## config.mk

```make
export PLATFORM = sky130hd
export DESIGN_NAME = mem_arbiter
export DESIGN_NICKNAME = d
export VERILOG_FILES = /design/src/rtl/mem_arbiter.sv
export SDC_FILE = /design/constraint.sdc
export NUM_CORES = 1
export LEC_CHECK = 0
export ABC_AREA = 1
export CAP_MARGIN = 15
export CORE_ASPECT_RATIO = 0.5
export CORE_MARGIN = 2
export CORE_UTILIZATION = 37
export DETAILED_ROUTE_END_ITERATION = 8
export PLACE_DENSITY_LB_ADDON = 0.1
export SYNTH_ARGS = -nofsm -noshare
export SYNTH_HDL_FRONTEND = slang
export SYNTH_SLANG_ARGS = --single-unit
```

## constraint.sdc

```tcl
create_clock -name clk -period 1.55 [get_ports clk]
set_input_delay 0.31 -clock clk [delete_from_list [all_inputs] [get_ports clk]]
set_output_delay 0.31 -clock clk [all_outputs]
set_load 0.005 [all_outputs]
```

## src/rtl/mem_arbiter.sv

```systemverilog
// Two-port round-robin arbiter in front of a single-port synchronous data memory.
// Port 0 is the CPU, port 1 the loader/debug port; read data returns two cycles after grant.
module mem_arbiter #(
    parameter int DATA_WIDTH = 16,
    parameter int ADDR_WIDTH = 6,
    parameter int MAX_LOCK   = 2
) (
    input  logic                  clk,
    input  logic                  rst_n,
    input  logic                  req0,
    input  logic                  req1,
    input  logic                  we0,
    input  logic                  we1,
    input  logic                  lock0,
    input  logic                  lock1,
    input  logic [ADDR_WIDTH-1:0] addr0,
    input  logic [ADDR_WIDTH-1:0] addr1,
    input  logic [DATA_WIDTH-1:0] wdata0,
    input  logic [DATA_WIDTH-1:0] wdata1,
    output logic                  gnt0,
    output logic                  gnt1,
    output logic                  rvalid0,
    output logic                  rvalid1,
    output logic [DATA_WIDTH-1:0] rdata,
    output logic                  mem_we,
    output logic [ADDR_WIDTH-1:0] mem_addr,
    output logic [DATA_WIDTH-1:0] mem_data,
    input  logic [DATA_WIDTH-1:0] mem_q
);

    localparam int LW = $clog2(MAX_LOCK + 1);

    typedef enum logic [1:0] {FREE, OWN0, OWN1} owner_t;

    owner_t          owner, owner_nxt;
    logic            prio, prio_nxt;
    logic [LW-1:0]   lcnt, lcnt_nxt;

    logic            win_valid;
    logic            win_port;
    logic            accept;
    logic            sel_we;
    logic            sel_lock;
    logic [ADDR_WIDTH-1:0] sel_addr;
    logic [DATA_WIDTH-1:0] sel_data;

    logic            tag_v;
    logic            tag_p;

    // An owner that stops requesting falls back to the free-running rules in the same cycle.
    always_comb begin
        win_valid = 1'b0;
        win_port  = 1'b0;
        if (owner == OWN0 && req0) begin
            win_valid = 1'b1;
            win_port  = 1'b0;
        end else if (owner == OWN1 && req1) begin
            win_valid = 1'b1;
            win_port  = 1'b1;
        end else if (req0 && req1) begin
            win_valid = 1'b1;
            win_port  = prio;
        end else if (req0) begin
            win_valid = 1'b1;
            win_port  = 1'b0;
        end else if (req1) begin
            win_valid = 1'b1;
            win_port  = 1'b1;
        end
    end

    assign gnt0   = rst_n && win_valid && !win_port;
    assign gnt1   = rst_n && win_valid && win_port;
    assign accept = gnt0 || gnt1;

    assign sel_we   = win_port ? we1    : we0;
    assign sel_lock = win_port ? lock1  : lock0;
    assign sel_addr = win_port ? addr1  : addr0;
    assign sel_data = win_port ? wdata1 : wdata0;

    always_comb begin
        owner_nxt = FREE;
        lcnt_nxt  = '0;
        prio_nxt  = prio;
        if (accept) begin
            prio_nxt = ~win_port;
            if (sel_lock && (int'(lcnt) + 1 < MAX_LOCK)) begin
                owner_nxt = win_port ? OWN1 : OWN0;
                lcnt_nxt  = lcnt + 1'b1;
            end
        end
    end

    always_ff @(posedge clk or negedge rst_n) begin
        if (!rst_n) begin
            owner <= FREE;
            prio  <= 1'b0;
            lcnt  <= '0;
        end else begin
            owner <= owner_nxt;
            prio  <= prio_nxt;
            lcnt  <= lcnt_nxt;
        end
    end

    // Memory-side registers plus the two-stage read tag; rvalid* form the second stage.
    always_ff @(posedge clk or negedge rst_n) begin
        if (!rst_n) begin
            mem_we   <= 1'b0;
            mem_addr <= '0;
            mem_data <= '0;
            tag_v    <= 1'b0;
            tag_p    <= 1'b0;
            rvalid0  <= 1'b0;
            rvalid1  <= 1'b0;
        end else begin
            mem_we <= accept && sel_we;
            if (accept) begin
                mem_addr <= sel_addr;
                mem_data <= sel_data;
            end
            tag_v   <= accept && !sel_we;
            tag_p   <= win_port;
            rvalid0 <= tag_v && !tag_p;
            rvalid1 <= tag_v && tag_p;
        end
    end

    assign rdata = mem_q;

endmodule

```

==> results.toml <==
[outcome]
violations = "negative setup slack"
status = "finished, violations left"

[clock_tree]
hold_buffers = 0
htree_levels = 2
cts_tree = "built"
cts_inserted_buffers = 5
clock_latency_ns = 0.28
clockBufferDepth = 2
clk_pin_slew_ns = 0.07
root_buffer = "clkbuf_8"
clock_sinks = 32

[drt]
ant_nets = 0
avgViaCountPerCell = 4.94
drc_errors = 0
drt-wirelength-per-cell_um = 14.2
dr.pass1.iters = 4
drt_wl_total_um = 4520
vias = 1572
drt_iter0_drc = 37

[floorplanning]
die_h_um = 52.5
start_util_pct = 39.0
die_x_um = 101
die-area_sq_mm = 0.00531
rows = 17
ioPinCount = 111
core_sq_mm = 0.00447

[global_routing]
grt_pass1_wl_um = 7090
grt_overflow = 0
grt_pass1_vias = 1488
grt_usage_pct = 17.5
antenna_found_initial = 0
grt_max_degree = 55

[synth]
synth_cell_types = 20
ys_async_sr_fraction_pct = 100
yosys.area_share.simple_pct = 36.6
synthTopCellsByCount = "nand2_1, dfrtp_1, nand3_1, nand4_1, nand3_2"
synth_top_area_share_pct = 46.0
ys_seq_area_share_pct = 46.0
synth-edff-count = 0
ys.flop_type = "dfrtp_1"
synth_cells = 191
avgSynthCellArea_sq_um = 9.12
syn_nets = 260
synth_compound_area_share_pct = 2.16
netlist_area_sq_mm = 0.00174
ys_warn_count = 0
synth.most_common_cell = "nand2_1"
synth.area.mux_share_pct = 0
synth_top_family_by_area = "simple AND/OR/NAND/NOR gates"
synthAdderAreaFrac_pct = 0.718
ys_ff_latch = 32
synth_xor_area_share_pct = 0
yosys-top-cells-area = "dfrtp_1, nand3_2, nand4_1"
yosys.area.top_type = "dfrtp_1"

[placement]
numPortBuffers = 78
gp_congestion = 0.762
dpl.hpwl_um = 3150

[power]
p_leak_nw = 1.20
p_int_w = 0.00172
switching_share_pct = 27.7
power.switching_w = 0.000660
seq_power_share_pct = 42.4
comb_power_share_pct = 30.4
p_per_area_mw_per_mm2 = 916
p_clk_share_pct = 27.2
peakVddDrop_uv = 374

[layout]
layout.nets = 329
antenna_cells = 0
drive_above_1_share_pct = 22.2
area_growth_pct = 49.4
final_util_pct = 58.3

[sta]
slew_headroom_pct = 60.5
final_hold_viol_count = 0
min_period_over_period_pct = 101
skew_ns = 0.00486
tightest_slew_ns = 0.592
fin_crit_ns = 1.56
rsz0062_at_grt = "yes"
setup_viol = 1
fin_ws_ns = -0.00920
maxSlewViolCount = 0
fmax_mhz = 641
timing.setup.tns_ns = -0.00920

[setup_path]
crit_fanout = 4
crit_path_cell_trace = "a21oi_2 > nand2_2 > nand2_4 > nand2_2 > inv_1 > buf_2"
cp_top_family = "flip-flops"
cp-end-kind = "output pin"
critical_path.slowest_cell = "dfrtp_1"
crit_top_cell = "nand2_2"
cp.required_ns = 1.24
worstPathArrival_ns = 1.25
start_kind = "flip-flop"
critPathKind = "flip-flop to output pin"
path_buf_inv = 2
cp_slowest_stage_delay_ns = 0.43

[worst_hold_path]
hp-class = "primary input to asynchronous set/reset pin"

[run]
cap_violations = 0
-- final cells by class --
| type | instances | area, sq um |
|---|---|---|
| clock buffer | 6 | 82.6 |
| clock inverter | 2 | 10.0 |
| fill | 412 | 1860 |
| inverter | 12 | 45.0 |
| multi-input combinational | 117 | 724 |
| sequential | 32 | 801 |
| tap | 57 | 71.3 |
| timing repair buffer | 92 | 868 |
-- flip-flops by register name (all words and copies together), names as in the netlist --
register	cells
prio	1
mem_addr	6
owner	2
rvalid1	1
tag_v	1
rvalid0	1
lcnt	2
mem_we	1
mem_data	16
tag_p	1
-- cell usage in the layout (no fill, tap or decap), drive strengths merged --
cell type / instances
nand3: 46
clkinv: 2
nand4: 22
dlygate4sd2: 2
ha: 1
a21oi: 1
dfrtp: 32
nand2: 36
o21ai: 2
nor2: 8
inv: 12
buf: 17
clkbuf: 6
clkdlybuf4s50: 73
o21bai: 1
-- cells by family after synthesis --
kind of cell	count (synthesis)
simple gates	112
buf+inv	42
flops	32
compound gates	4
fa+ha+maj	1
-- layer usage --
metal / global-route usage [%] / part of all wire, % / wire length, um
met1: 22.6 / 45 / 2050
met2: 29.0 / 47 / 2110
met3: 5.20 / 7.0 / 315
met4: 4.73 / 1.1 / 50
met5: 0 / 0 / 0
-- power groups by stage --
| stage | Combinational, W | Sequential [W] | Clock (W) |
|---|---|---|---|
| 2_1_floorplan | 0.000307 | 0.00103 | 0 |
| 3_3_place_gp | 0.000705 | 0.00102 | 0 |
| 3_5_place_dp | 0.000716 | 0.00102 | 0 |
| 4_1_cts | 0.000733 | 0.00101 | 0.000666 |
| 5_1_grt | 0.000796 | 0.00102 | 0.000714 |
| 6_report | 0.000725 | 0.00101 | 0.000649 |
-- per-stage QoR --
stage | setup WS (ns) | power [W] | instances | area, sq um | hold WS, ns
after floorplan | 0.263 | 0.00134 | 191 | 1740 | 0.0144
after global placement | -0.467 | 0.00173 | 308 | 2470 | 0.410
after detailed placement | -0.495 | 0.00174 | 308 | 2470 | 0.414
after CTS | -0.00323 | 0.00241 | 319 | 2600 | 0.205
after global routing | -0.0835 | 0.00253 | 318 | 2600 | 0.246
final | -0.00920 | 0.00238 | 318 | 2600 | 0.195
-- path summary, 6_finish.rpt --
check                      startpoint           end  cells past startpoint  slack, ns
max reg2reg                  owner[0]       lcnt[0]                      9       0.08
max                              prio          gnt0                      6     -0.009
min in group clk                tag_p       rvalid0                      1       0.42
min reg2reg                     tag_p       rvalid0                      1       0.42
min                             rst_n   mem_data[8]                      2       0.19
max in group asynchronous       rst_n  mem_data[10]                      2       0.95
-- repair_timing --
action,in CTS,in global routing
resized for setup,16,3
pin swaps,4,1
endpoints found under the setup margin,2,6
setup buffers,6,0
cloned,0,0
(Power assumes the default switching activity.)
